### config.mk
export PLATFORM = sky130hd
export DESIGN_NAME = nh_lcd_init_sequencer
export DESIGN_NICKNAME = d
export VERILOG_FILES = /design/src/rtl/nh_lcd_init_pkg.sv /design/src/rtl/nh_lcd_init_rom.sv /design/src/rtl/nh_lcd_init_sequencer.sv
export SDC_FILE = /design/constraint.sdc
export NUM_CORES = 1
export LEC_CHECK = 0
export BUFFER_PORTS_ARGS = -buffer_cell sky130_fd_sc_hd__buf_2
export CAP_MARGIN = 20
export CORE_MARGIN = 2
export CORE_UTILIZATION = 50
export DETAILED_ROUTE_END_ITERATION = 8
export PLACE_DENSITY = 0.67
export SLEW_MARGIN = 0
export SYNTH_ARGS = -nofsm -noshare
export SYNTH_HDL_FRONTEND = slang
export SYNTH_SLANG_ARGS = --single-unit
### constraint.sdc
create_clock -name clk -period 5.4 [get_ports clk]
set_input_delay 0.54 -clock clk [delete_from_list [all_inputs] [get_ports clk]]
set_output_delay 0.54 -clock clk [all_outputs]
set_load 0.01 [all_outputs]
### src/rtl/nh_lcd_init_pkg.sv
`default_nettype none
// ============================================================================
// Module  : nh_lcd_init_pkg
// Brief   : Shared constants, ROM entry types and FSM encoding for the
//           nh_lcd power-up / initialisation sequencer.
// Revision: 1.0 - initial release
// ============================================================================
package nh_lcd_init_pkg;

    localparam logic [1:0] c_type_cmd   = 2'd0;
    localparam logic [1:0] c_type_param = 2'd1;
    localparam logic [1:0] c_type_delay = 2'd2;
    localparam logic [1:0] c_type_end   = 2'd3;

    localparam logic [7:0] c_op_swreset = 8'h01;
    localparam logic [7:0] c_op_slpout  = 8'h11;
    localparam logic [7:0] c_op_colmod  = 8'h3A;
    localparam logic [7:0] c_op_madctl  = 8'h36;
    localparam logic [7:0] c_op_dispon  = 8'h29;
    localparam logic [7:0] c_op_caset   = 8'h2A;
    localparam logic [7:0] c_op_paset   = 8'h2B;
    localparam logic [7:0] c_op_ramwr   = 8'h2C;

    localparam int c_rom_depth = 10;
    localparam int c_rom_aw    = 4;
    localparam int c_win_len   = 10;

    typedef enum logic [3:0] {
        ST_IDLE       = 4'd0,
        ST_RST_ASSERT = 4'd1,
        ST_RST_WAIT   = 4'd2,
        ST_FETCH      = 4'd3,
        ST_DECODE     = 4'd4,
        ST_ISSUE      = 4'd5,
        ST_WAIT_ACK   = 4'd6,
        ST_DELAY      = 4'd7,
        ST_FINAL      = 4'd8,
        ST_DONE       = 4'd9,
`ifdef NH_LCD_INIT_WINDOW_EN
        ST_WINDOW     = 4'd11,
`endif
        ST_ERROR      = 4'd10
    } state_t;

    // Which byte source the current ISSUE/WAIT_ACK handshake belongs to.
    typedef enum logic [1:0] {
        PH_ROM   = 2'd0,
        PH_WIN   = 2'd1,
        PH_FINAL = 2'd2
    } phase_t;

    function automatic logic [7:0] window_byte(input logic [3:0]  idx,
                                               input logic [15:0] w_last,
                                               input logic [15:0] h_last);
        logic [7:0] b;
        case (idx)
            4'd0:    b = c_op_caset;
            4'd3:    b = w_last[15:8];
            4'd4:    b = w_last[7:0];
            4'd5:    b = c_op_paset;
            4'd8:    b = h_last[15:8];
            4'd9:    b = h_last[7:0];
            default: b = 8'h00;
        endcase
        return b;
    endfunction

    function automatic logic window_is_param(input logic [3:0] idx);
        return (idx != 4'd0) && (idx != 4'd5);
    endfunction

endpackage
`default_nettype wire

### src/rtl/nh_lcd_init_rom.sv
`default_nettype none
// ============================================================================
// Module  : nh_lcd_init_rom
// Brief   : Synchronous init-command ROM, one-cycle read latency.
// Revision: 1.0 - initial release
// ============================================================================
module nh_lcd_init_rom
    import nh_lcd_init_pkg::*;
(
    input  logic                clk,
    input  logic [c_rom_aw-1:0] i_addr,
    output logic [9:0]          o_entry
);

    always_ff @(posedge clk) begin
        case (i_addr)
            4'd0:    o_entry <= {c_type_cmd,   c_op_swreset};
            4'd1:    o_entry <= {c_type_delay, 8'd5};
            4'd2:    o_entry <= {c_type_cmd,   c_op_slpout};
            4'd3:    o_entry <= {c_type_delay, 8'd120};
            4'd4:    o_entry <= {c_type_cmd,   c_op_colmod};
            4'd5:    o_entry <= {c_type_param, 8'h55};
            4'd6:    o_entry <= {c_type_cmd,   c_op_madctl};
            4'd7:    o_entry <= {c_type_param, 8'h00};
            4'd8:    o_entry <= {c_type_cmd,   c_op_dispon};
            default: o_entry <= {c_type_end,   8'h00};
        endcase
    end

endmodule
`default_nettype wire

### src/rtl/nh_lcd_init_sequencer.sv
`default_nettype none
// ============================================================================
// Module  : nh_lcd_init_sequencer
// Brief   : Panel reset, ROM-driven init commands and RAMWR hand-off for nh_lcd.
//           Define NH_LCD_INIT_WINDOW_EN to also program the CASET/PASET window.
// Revision: 1.0 - initial release
// ============================================================================
module nh_lcd_init_sequencer
    import nh_lcd_init_pkg::*;
#(
    parameter int CYCLES_PER_MS  = 100000,
    parameter int RESET_PULSE_MS = 10,
    parameter int RESET_WAIT_MS  = 120,
    parameter int CMD_TIMEOUT    = 1024,
    parameter int SCREEN_WIDTH   = 480,
    parameter int SCREEN_HEIGHT  = 272
)(
    input  logic       clk,
    input  logic       rst,
    input  logic       i_start,
    output logic       o_busy,
    output logic       o_done,
    output logic       o_error,
    output logic       o_reset_display,
    output logic       o_chip_select,
    output logic       o_data_command_mode,
    output logic       o_cmd_write_stb,
    output logic       o_cmd_parameter,
    output logic [7:0] o_cmd_data,
    input  logic       i_cmd_finished
);

    localparam int CW = $clog2(CYCLES_PER_MS);
    localparam int TW = $clog2(CMD_TIMEOUT + 1);
    localparam logic [CW-1:0] c_cyc_last    = CW'(CYCLES_PER_MS - 1);
    localparam logic [TW-1:0] c_to_last     = TW'(CMD_TIMEOUT - 1);
    localparam logic [7:0]    c_pulse_ms    = 8'(RESET_PULSE_MS);
    localparam logic [7:0]    c_wait_ms     = 8'(RESET_WAIT_MS);
`ifdef NH_LCD_INIT_WINDOW_EN
    localparam logic [15:0]   c_w_last      = 16'(SCREEN_WIDTH - 1);
    localparam logic [15:0]   c_h_last      = 16'(SCREEN_HEIGHT - 1);
    logic [3:0]               r_win_idx;
`endif

    state_t              r_state;
    phase_t              r_phase;
    logic [c_rom_aw-1:0] r_addr;
    logic [CW-1:0]       r_cyc;
    logic [7:0]          r_ms;
    logic [7:0]          r_ms_target;
    logic [TW-1:0]       r_to;
    logic [9:0]          w_entry;
    logic [1:0]          w_type;
    logic [7:0]          w_data;
    logic                w_ms_tick;
    logic                w_delay_done;

    nh_lcd_init_rom u_rom (
        .clk     (clk),
        .i_addr  (r_addr),
        .o_entry (w_entry)
    );

    assign w_type       = w_entry[9:8];
    assign w_data       = w_entry[7:0];
    assign w_ms_tick    = (r_cyc == c_cyc_last);
    assign w_delay_done = w_ms_tick && (r_ms == (r_ms_target - 8'd1));

    always_ff @(posedge clk or negedge rst) begin
        if (!rst) begin
            r_state             <= ST_IDLE;
            r_phase             <= PH_ROM;
            r_addr              <= '0;
            r_cyc               <= '0;
            r_ms                <= '0;
            r_ms_target         <= '0;
            r_to                <= '0;
`ifdef NH_LCD_INIT_WINDOW_EN
            r_win_idx           <= '0;
`endif
            o_busy              <= 1'b0;
            o_done              <= 1'b0;
            o_error             <= 1'b0;
            o_reset_display     <= 1'b0;
            o_chip_select       <= 1'b0;
            o_data_command_mode <= 1'b0;
            o_cmd_write_stb     <= 1'b0;
            o_cmd_parameter     <= 1'b0;
            o_cmd_data          <= '0;
        end else begin
            // Shared ms timebase; only meaningful in the counting states.
            if (w_ms_tick) begin
                r_cyc <= '0;
                r_ms  <= r_ms + 8'd1;
            end else begin
                r_cyc <= r_cyc + CW'(1);
            end

            case (r_state)
                ST_IDLE, ST_DONE, ST_ERROR: begin
                    if (i_start) begin
                        o_done              <= 1'b0;
                        o_error             <= 1'b0;
                        o_busy              <= 1'b1;
                        o_reset_display     <= 1'b1;
                        o_chip_select       <= 1'b0;
                        o_data_command_mode <= 1'b0;
                        r_addr              <= '0;
                        r_phase             <= PH_ROM;
                        r_cyc               <= '0;
                        r_ms                <= '0;
                        r_ms_target         <= c_pulse_ms;
                        r_state             <= ST_RST_ASSERT;
                    end
                end
                ST_RST_ASSERT: begin
                    if (w_delay_done) begin
                        o_reset_display <= 1'b0;
                        r_cyc           <= '0;
                        r_ms            <= '0;
                        r_ms_target     <= c_wait_ms;
                        r_state         <= ST_RST_WAIT;
                    end
                end
                ST_RST_WAIT: begin
                    if (w_delay_done) begin
                        o_chip_select <= 1'b1;
                        r_state       <= ST_FETCH;
                    end
                end
                ST_FETCH: r_state <= ST_DECODE;
                ST_DECODE: begin
                    case (w_type)
                        c_type_cmd, c_type_param: begin
                            o_cmd_data      <= w_data;
                            o_cmd_parameter <= (w_type == c_type_param);
                            o_cmd_write_stb <= 1'b1;
                            r_state         <= ST_ISSUE;
                        end
                        c_type_delay: begin
                            if (w_data == 8'd0) begin
                                r_addr  <= r_addr + 1'b1;
                                r_state <= ST_FETCH;
                            end else begin
                                r_cyc       <= '0;
                                r_ms        <= '0;
                                r_ms_target <= w_data;
                                r_state     <= ST_DELAY;
                            end
                        end
                        default: begin
`ifdef NH_LCD_INIT_WINDOW_EN
                            r_win_idx <= '0;
                            r_phase   <= PH_WIN;
                            r_state   <= ST_WINDOW;
`else
                            r_state   <= ST_FINAL;
`endif
                        end
                    endcase
                end
                ST_DELAY: begin
                    if (w_delay_done) begin
                        r_addr  <= r_addr + 1'b1;
                        r_state <= ST_FETCH;
                    end
                end
`ifdef NH_LCD_INIT_WINDOW_EN
                ST_WINDOW: begin
                    o_cmd_data      <= window_byte(r_win_idx, c_w_last, c_h_last);
                    o_cmd_parameter <= window_is_param(r_win_idx);
                    o_cmd_write_stb <= 1'b1;
                    r_state         <= ST_ISSUE;
                end
`endif
                ST_FINAL: begin
                    o_cmd_data      <= c_op_ramwr;
                    o_cmd_parameter <= 1'b0;
                    o_cmd_write_stb <= 1'b1;
                    r_phase         <= PH_FINAL;
                    r_state         <= ST_ISSUE;
                end
                ST_ISSUE: begin
                    o_cmd_write_stb <= 1'b0;
                    r_to            <= '0;
                    r_state         <= ST_WAIT_ACK;
                end
                ST_WAIT_ACK: begin
                    // The acknowledge is tested first so it wins a tie with the timeout.
                    if (i_cmd_finished) begin
                        case (r_phase)
                            PH_FINAL: begin
                                o_done              <= 1'b1;
                                o_busy              <= 1'b0;
                                o_data_command_mode <= 1'b1;
                                r_state             <= ST_DONE;
                            end
`ifdef NH_LCD_INIT_WINDOW_EN
                            PH_WIN: begin
                                if (r_win_idx == 4'(c_win_len - 1)) begin
                                    r_state <= ST_FINAL;
                                end else begin
                                    r_win_idx <= r_win_idx + 4'd1;
                                    r_state   <= ST_WINDOW;
                                end
                            end
`endif
                            default: begin
                                r_addr  <= r_addr + 1'b1;
                                r_state <= ST_FETCH;
                            end
                        endcase
                    end else if (r_to == c_to_last) begin
                        o_error             <= 1'b1;
                        o_busy              <= 1'b0;
                        o_chip_select       <= 1'b0;
                        o_data_command_mode <= 1'b0;
                        r_state             <= ST_ERROR;
                    end else begin
                        r_to <= r_to + TW'(1);
                    end
                end
                default: begin
                    o_error             <= 1'b1;
                    o_busy              <= 1'b0;
                    o_chip_select       <= 1'b0;
                    o_data_command_mode <= 1'b0;
                    o_cmd_write_stb     <= 1'b0;
                    r_state             <= ST_ERROR;
                end
            endcase
        end
    end

endmodule
`default_nettype wire

==> impl_metrics.json, run 1 <==
{
  "slew_headroom_pct": 35.3,
  "layout.area.seq_sq_mm": 0.00186,
  "synth_edf_count": 0,
  "n_fill_cell": 718,
  "startpoint_type": "flop",
  "grt_usage_pct": 20.0,
  "fin_crit_ps": 3390,
  "syn_inst": 442,
  "ir_drop_uv": 275,
  "grt_pass1_vias": 3047,
  "ctsLongestPathBuffers": 2,
  "htree_levels": 3,
  "drv_slew": 0,
  "wire_per_inst_um": 14.8,
  "drc": 0,
  "antenna_left": 0,
  "start_util_pct": 51.1,
  "drive_gt1_share_pct": 11.4,
  "cp_data_arrival_time_ps": 3670,
  "multiInputGateArea_sq_mm": 0.00216,
  "tns_ps": 0,
  "synth_top_area_share_pct": 40.3,
  "ys_seq_area_share_pct": 44.7,
  "die_y_um": 95.2,
  "route.final.wire_length_um": 8340,
  "worst_skew_pair.late_latency_ps": 360,
  "synth_fp_nets": 456,
  "worstSetupEndpointType": "flop",
  "clkSinkCount": 76,
  "antennaDiodeCount": 0,
  "grt_pass1_wl_um": 14400,
  "cts_made_buffers": 9,
  "max_freq_mhz": 295,
  "worstMarginPinSlew_ps": 964,
  "cp_slowest_cell": "a211oi_4",
  "synthFlopType": "dfrtp_1",
  "cts_root_buffer": "clkbuf_8",
  "async_flop_share_pct": 88.2,
  "postCtsHoldBufs": 0,
  "critPathMaxStageDelay_ps": 730,
  "cts_resized": 0,
  "stdcell_area_sq_mm": 0.00457,
  "synth-warning-count": 0,
  "final_cell_mix": "67 x dfrtp_1, 57 x nor2_1, 38 x nand2_1",
  "antenna_found_initial": 0,
  "skew_ps": 16.7,
  "num-nets-final": 466,
  "fp.dieW_um": 95.2,
  "maxCapViolations": 0,
  "layout_commonest_cell": "dfrtp_1",
  "cp_max_fo": 15,
  "die_area_sq_mm": 0.00906,
  "clkTransAtPathRegs_ps": 90,
  "place_area_sq_mm": 0.00430,
  "cts_tree": "yes",
  "syn-cell-area_sq_mm": 0.00416,
  "syn2layout_area_growth_pct": 9.90,
  "vias": 3137,
  "core_sq_mm": 0.00813,
  "place.port_buffers": 18,
  "post-synth-top-area-cell": "dfrtp_1",
  "syn_area_per_cell_sq_um": 9.41,
  "final_core_util_pct": 56.2,
  "gp_congestion": 0.851,
  "critPathKind": "reg -> reg",
  "gr-total-overflow": 0,
  "ys_types": 64,
  "drtIter0Drc": 176,
  "cts_setup_buffers": 0,
  "leakage_nw": 1.99,
  "fin_crit_sh_pct": 62.8,
  "status": "finished clean",
  "hpwl_um": 5830,
  "fp-row-count": 33,
  "ys_seq_elements": 76,
  "powerDensity_mw_per_mm2": 535,
  "viasPerCell": 5.58,
  "reg2reg_slack_ps": 2010,
  "hold_viol": 0,
  "netlist_top_cells_area": "dfrtp_1 40%, nor2_1 5.1%, dfxtp_1 4.3%, xnor2_1 4.0%, xor2_1 3.8%",
  "ioPinCount": 20,
  "first_pass_iters": 5,
  "rsz0062_at_grt": "false",
  "cp.required_ps": 5680,
  "crit_chain": "inv_1 > ha_1 > or3b_4 > or4_4 > a2111oi_4 > o2111ai_4 > a211oi_4 > mux2i_1",
  "grt_start_max_net_pins": 68,
  "worstHoldPathType": "in -> async",
  "setup_viol": 0
}
## area by class of cell
type | instances | share of cell area, %
sequential | 76 | 40.6
multi-input combinational | 331 | 47.2
clock inverter | 7 | 3.20
timing repair buffer | 19 | 2.14
clock buffer | 9 | 2.71
tap | 105 | 2.88
inverter | 15 | 1.23
## layer usage
layer	vias up	wire [um]	GRT usage, %
met5	-	0	0
met4	0	92	5.19
met3	11	270	4.98
met2	42	3930	30.6
met1	1521	4040	28.5
li1	1563	-	-
## stage by stage
step / instances / hold WS, ps / setup WS, ps / total power, mW
2_1_floorplan: 442 / 244 / 2470 / 1.64
3_3_place_gp: 546 / 441 / 2190 / 1.84
3_5_place_dp: 546 / 444 / 2030 / 1.87
4_1_cts: 562 / 388 / 2020 / 2.46
5_1_grt: 562 / 437 / 1820 / 2.63
6_report: 562 / 359 / 2010 / 2.44
## where the power goes
part | internal (mW) | switching, mW | total, mW
Clock | 0.358 | 0.224 | 0.581
Combinational | 0.409 | 0.524 | 0.933
Sequential | 0.713 | 0.217 | 0.930
Total | 1.48 | 0.965 | 2.44
## flip-flops by register name, summed over array words and instances (netlist names), 4 cells and up
register       cells
r_cyc             17
r_to              11
u_rom.o_entry      9
r_ms               8
o_cmd_data         7
r_ms_target        7
r_addr             4
r_state            4
## worst max-delay path, delay by kind of cell (launching register included)
family / cells / cell delay [ps]
compound gates: 3 / 1450
buf+inv: 1 / 90
mux: 1 / 250
simple gates: 2 / 920
fa+ha+maj: 1 / 190
flops: 1 / 420
## cell families (layout without fill, tap and decap cells)
logic type | count (synthesis) | after routing | synth area share (%)
buffers and inverters | 35 | 50 | 3.46
AND/OR/NAND/NOR | 178 | 178 | 21.3
other | 1 | 1 | 0.0902
XOR/XNOR | 37 | 37 | 7.79
flip-flops | 76 | 76 | 44.7
multiplexers | 15 | 15 | 3.67
adder cells (fa/ha/maj) | 10 | 10 | 3.01
AO/OA/AOI/OAI | 90 | 90 | 16.0
## cells in the mapped netlist (4+ instances only)
cell and n:
o21a_1 5, clkbuf_1 16, a211oi_1 4, nand2_1 38, and4_1 4, ha_1 10, nand3_1 13, and2_1 7
a2bb2oi_1 4, or2_2 7, dfrtp_1 67, a22o_1 5, a21o_1 4, a21oi_1 16, nor3_1 13, mux2i_1 13
xor2_1 18, dfxtp_1 9, nand2b_1 8, nor2_1 57, o21ai_0 19, xnor2_1 19, inv_1 14, nand4_1 5
and3_1 6, nor2b_1 5
## path summary, 6_finish.rpt
check	startpoint	end	cells past startpoint
max	r_ms_target[0]	r_ms_target[2]	8
min	rst	r_cyc[15]	2
max reg2reg	r_ms_target[0]	r_ms_target[2]	8
min reg2reg	r_cyc[0]	r_cyc[0]	1
max in group asynchronous	rst	o_cmd_data[5]	2
min in group clk	r_cyc[0]	r_cyc[0]	1
Note: power is estimated with default switching activity, not from simulation.
==> inputs of run 2 (changes only) <==
PLACE_DENSITY = 0.7   (was 0.67)
clock period = 2.91 ns   (was 5.4 ns; I/O delays follow)
==> impl_metrics.json, run 2 (synthesized netlist as in run 1, its figures left out) <==
{
  "skew_ps": 12.1,
  "antenna_left": 0,
  "route.final.wire_length_um": 8710,
  "drv_slew": 0,
  "worst_skew_pair.late_latency_ps": 350,
  "largest_register_ffs": 17,
  "antennaDiodeCount": 0,
  "multiInputGateArea_sq_mm": 0.00223,
  "grt_pass1_wl_um": 14600,
  "slew_headroom_pct": 59.9,
  "drc": 0,
  "clockPowerShare_pct": 19.0,
  "fp.dieW_um": 95.2,
  "cts_tree": "yes",
  "die_area_sq_mm": 0.00906,
  "fp-row-count": 33,
  "worstSetupEndpointType": "flop",
  "hpwl_um": 6100,
  "final_cell_mix": "67 x dfrtp_1, 53 x nor2_1, 38 x nand2_1",
  "instances_no_fill": 582,
  "n_fill_cell": 700,
  "worst_slack_ps": 12.5,
  "startpoint_type": "flop",
  "first_pass_iters": 4,
  "max_freq_mhz": 345,
  "htree_levels": 3,
  "clkSinkCount": 76,
  "die_y_um": 95.2,
  "final_core_util_pct": 59.0,
  "r2r_cells": 9,
  "leakage_nw": 2.09,
  "start_util_pct": 51.1,
  "syn2layout_area_growth_pct": 15.4,
  "combPwrFrac_pct": 47.2,
  "layout.area.seq_sq_mm": 0.00186,
  "intPower_mw": 2.87,
  "grt_start_max_net_pins": 40,
  "swShare_pct": 39.5,
  "p_seq_share_pct": 33.7,
  "critPathCapture": "r_ms_target[2]",
  "dpl_worst_slack_ps": -13.9,
  "gp_congestion": 0.827,
  "rsz0062_at_grt": "true",
  "layout_commonest_cell": "dfrtp_1",
  "antenna_found_initial": 0,
  "startpoint": "r_ms_target[1]",
  "core_sq_mm": 0.00813,
  "cts_root_buffer": "clkbuf_8",
  "regMostFlops": "r_cyc",
  "viasPerCell": 5.63,
  "setup_viol": 0,
  "r2r-start": "r_ms_target[1]",
  "cp_max_fo": 6,
  "grt_pass1_vias": 3082,
  "hold_viol": 0,
  "cts_made_buffers": 9,
  "drtIter0Drc": 133,
  "ir_drop_uv": 762,
  "rr_endpoint": "r_ms_target[2]",
  "fin_crit_sh_pct": 99.6,
  "fin_crit_ps": 2900,
  "critPathKind": "reg -> reg",
  "powerDensity_mw_per_mm2": 990,
  "ctsLongestPathBuffers": 2,
  "place.port_buffers": 18,
  "tns_ps": 0,
  "clkTransAtPathRegs_ps": 80,
  "gr-total-overflow": 0,
  "num-nets-final": 487,
  "cp_data_arrival_time_ps": 3160,
  "numPlacedInstances": 560,
  "wire_per_inst_um": 15.0,
  "switchingPower_mw": 1.88,
  "ioPinCount": 20,
  "vias": 3276,
  "maxCapViolations": 0,
  "worstMarginPinSlew_ps": 602,
  "drive_gt1_share_pct": 17.6,
  "grt_usage_pct": 20.5,
  "cp.required_ps": 3180,
  "reg2reg_slack_ps": 10,
  "top_regs": "r_cyc (17), r_to (11), u_rom.o_entry (9)",
  "worstHoldPathType": "in -> reg",
  "status": "finished clean"
}
==> run 2: worst min-delay path by stage <==
| stage | start | to | slack, ps | cells after the start |
|---|---|---|---|---|
| 2_1_floorplan | rst | o_busy | -5 | 0 |
| 4_1_cts | i_cmd_finished | o_done | 310 | 3 |
| 3_5_place_dp | rst | r_cyc[16] | 340 | 2 |
| 5_1_grt | i_cmd_finished | o_done | 330 | 3 |
| 6_report | i_cmd_finished | o_done | 330 | 3 |
| 3_3_place_gp | rst | r_cyc[16] | 340 | 2 |
==> run 2: metrics by stage <==
step / total power [mW] / cell area [sq um] / hold WS [ps]
floorplan: 3.05 / 4160 / -4.59
global placement: 3.56 / 4420 / 338
detailed placement: 3.61 / 4420 / 344
CTS: 4.60 / 4680 / 307
global route: 5.10 / 4800 / 330
finish: 4.75 / 4800 / 328
==> run 2: worst max-delay path, stage by stage, from the launching register on <==
cell and delay, ps:
dfrtp_1 410, inv_2 90, ha_4 130, or3b_4 370
or4_4 440, a2111oi_4 410, o2111ai_4 220, a211oi_4 390
buf_12 170, mux2i_1 190
==> run 2: per-layer routing <==
layer | track usage (%) | wire, um
met2 | 31.6 | 4130
met3 | 5.30 | 240
met5 | 0 | 0
met1 | 28.6 | 4280
met4 | 5.56 | 59
==> run 2: repair_timing <==
item / CTS / global route
hold buffers: 1 / 0
buffers inserted: 2 / 3
pin swaps: 3 / 7
endpoints found under the hold margin: 28 / 0
gates cloned: 0 / 1
endpoints found under the setup margin: 8 / 19
resized for setup: 1 / 17
==> run 2: final cells by class <==
class | count | share of cell area [%]
Tap cell | 105 | 2.74
Timing Repair Buffer | 40 | 6.34
Clock inverter | 3 | 1.43
Clock buffer | 12 | 3.23
Sequential cell | 76 | 38.7
Multi-Input combinational cell | 331 | 46.4
Inverter | 15 | 1.17
==> run 2: power groups by stage <==
stage / registers (mW) / clock network [mW] / logic (mW)
after detailed placement: 1.61 / 0 / 2.00
after floorplan: 1.56 / 0 / 1.49
after global placement: 1.60 / 0 / 1.97
final: 1.60 / 0.904 / 2.24
after global routing: 1.63 / 0.970 / 2.50
after CTS: 1.59 / 0.923 / 2.09
==> inputs of run 3 (changes only) <==
PLACE_DENSITY = 0.67   (was 0.7)
clock period = 3.14 ns   (was 2.91 ns; I/O delays follow)
==> impl_metrics.json, run 3 (synthesized netlist as in run 1, its figures left out) <==
{
  "status": "finished clean",
  "num-nets-final": 480,
  "rr_endpoint": "r_state[0]",
  "core_sq_mm": 0.00813,
  "powerDensity_mw_per_mm2": 882,
  "wire_per_inst_um": 15.0,
  "critPathKind": "reg -> reg",
  "route.final.wire_length_um": 8610,
  "hold_viol": 0,
  "largest_register_ffs": 17,
  "fp-row-count": 33,
  "drtIter0Drc": 168,
  "clkTransAtPathRegs_ps": 80,
  "hpwl_um": 6210,
  "clockPowerShare_pct": 18.4,
  "stdcell_area_sq_mm": 0.00461,
  "gp_congestion": 0.850,
  "clkSinkCount": 76,
  "max_freq_mhz": 332,
  "multiInputGateArea_sq_mm": 0.00216,
  "cp_max_fo": 7,
  "gr-total-overflow": 0,
  "top_regs": "r_cyc (17), r_to (11), u_rom.o_entry (9)",
  "ioPinCount": 20,
  "numPlacedInstances": 559,
  "crit_chain": "inv_1 > ha_1 > or3b_4 > or4_4 > a2111oi_4 > o2111ai_4 > buf_4 > a21oi_1 > mux2_2",
  "viasPerCell": 5.66,
  "grt_start_max_net_pins": 26,
  "worstMarginPinSlew_ps": 1020,
  "hold_depth": 3,
  "grt_pass1_vias": 3007,
  "switchingPower_mw": 1.67,
  "swShare_pct": 41.2,
  "slew_headroom_pct": 31.6,
  "hold_ws_ps": 341,
  "r2r-start": "r_ms_target[0]",
  "fin_crit_ps": 3010,
  "layout_commonest_cell": "dfrtp_1",
  "drive_gt1_share_pct": 14.0,
  "startpoint_type": "flop",
  "final_cell_mix": "67 x dfrtp_1, 57 x nor2_1, 38 x nand2_1",
  "layout.area.seq_sq_mm": 0.00186,
  "cts_tree": "yes",
  "worst_skew_pair.late_latency_ps": 350,
  "antennaDiodeCount": 0,
  "setup_viol": 0,
  "vias": 3259,
  "worstHoldPathType": "in -> reg",
  "place_area_sq_mm": 0.00440,
  "worst_slack_ps": 129,
  "leakage_nw": 2.02,
  "die_area_sq_mm": 0.00906,
  "r2r_cells": 9,
  "place.port_buffers": 18,
  "fin_crit_sh_pct": 95.9,
  "combPwrFrac_pct": 44.5,
  "skew_ps": 14.2,
  "regMostFlops": "r_cyc",
  "antenna_found_initial": 0,
  "instances_no_fill": 576,
  "p_seq_share_pct": 37.1,
  "start_util_pct": 51.1,
  "cts_setup_buffers": 0,
  "critPathMaxStageDelay_ps": 500,
  "cp.required_ps": 3380,
  "hp-start": "i_cmd_finished",
  "min_to": "o_done",
  "die_y_um": 95.2,
  "drc": 0,
  "reg2reg_slack_ps": 130,
  "grt_pass1_wl_um": 14500,
  "htree_levels": 3,
  "ir_drop_uv": 460,
  "first_pass_iters": 4,
  "dpl_worst_slack_ps": 121,
  "n_fill_cell": 696,
  "cts_root_buffer": "clkbuf_8",
  "cp_slowest_cell": "or4_4",
  "drv_slew": 0,
  "tns_ps": 0,
  "grt_usage_pct": 20.3,
  "maxCapViolations": 0,
  "fp.dieW_um": 95.2,
  "worstSetupEndpointType": "flop",
  "cp_data_arrival_time_ps": 3250,
  "rsz0062_at_grt": "false",
  "intPower_mw": 2.39,
  "syn2layout_area_growth_pct": 11.0,
  "cts_made_buffers": 9,
  "final_core_util_pct": 56.7,
  "power_mw": 4.07,
  "antenna_left": 0,
  "ctsLongestPathBuffers": 2
}
==> run 3: timing repair <==
item / in CTS / in global routing
endpoints found under the hold margin: 18 / 0
setup endpoints to repair: 0 / 2
hold buffers: 1 / 0
resized for setup: 0 / 1
==> run 3: layer usage <==
layer	vias to the layer above	GRT usage (%)	share of wire, %
li1	1592	-	-
met1	1582	28.6	49
met2	69	30.6	46
met3	16	5.38	3.4
met4	0	6.28	1.7
met5	-	0	0
==> run 3: how the worst max path moves through the flow <==
stage	start	end
floorplan	r_ms_target[0]	r_ms_target[5]
global route	r_ms_target[0]	r_state[0]
finish	r_ms_target[0]	r_state[0]
CTS	r_ms_target[0]	r_state[0]
global placement	r_ms_target[0]	r_state[0]
detailed placement	r_ms_target[0]	r_state[0]
==> run 3: cell type report <==
cell class | count | area share [%]
Clock buffer | 10 | 2.98
Inverter | 15 | 1.22
Multi-Input combinational cell | 331 | 46.9
Clock inverter | 6 | 1.38
Tap cell | 105 | 2.85
Sequential cell | 76 | 40.2
Timing Repair Buffer | 33 | 4.45
==> run 3: critical path, delay by kind of cell (launching register included) <==
| family | cells | cell delay, ps |
|---|---|---|
| buf+inv | 2 | 310 |
| mux | 1 | 350 |
| simple gates | 2 | 900 |
| compound gates | 3 | 710 |
| flops | 1 | 420 |
| fa+ha+maj | 1 | 190 |
==> run 3: power groups by stage <==
| stage | sequential [mW] | clock [mW] | combinational (mW) |
|---|---|---|---|
| 2_1_floorplan | 1.44 | 0 | 1.38 |
| 3_3_place_gp | 1.52 | 0 | 1.75 |
| 3_5_place_dp | 1.52 | 0 | 1.79 |
| 4_1_cts | 1.51 | 0.771 | 1.80 |
| 5_1_grt | 1.56 | 0.811 | 2.02 |
| 6_report | 1.51 | 0.749 | 1.81 |
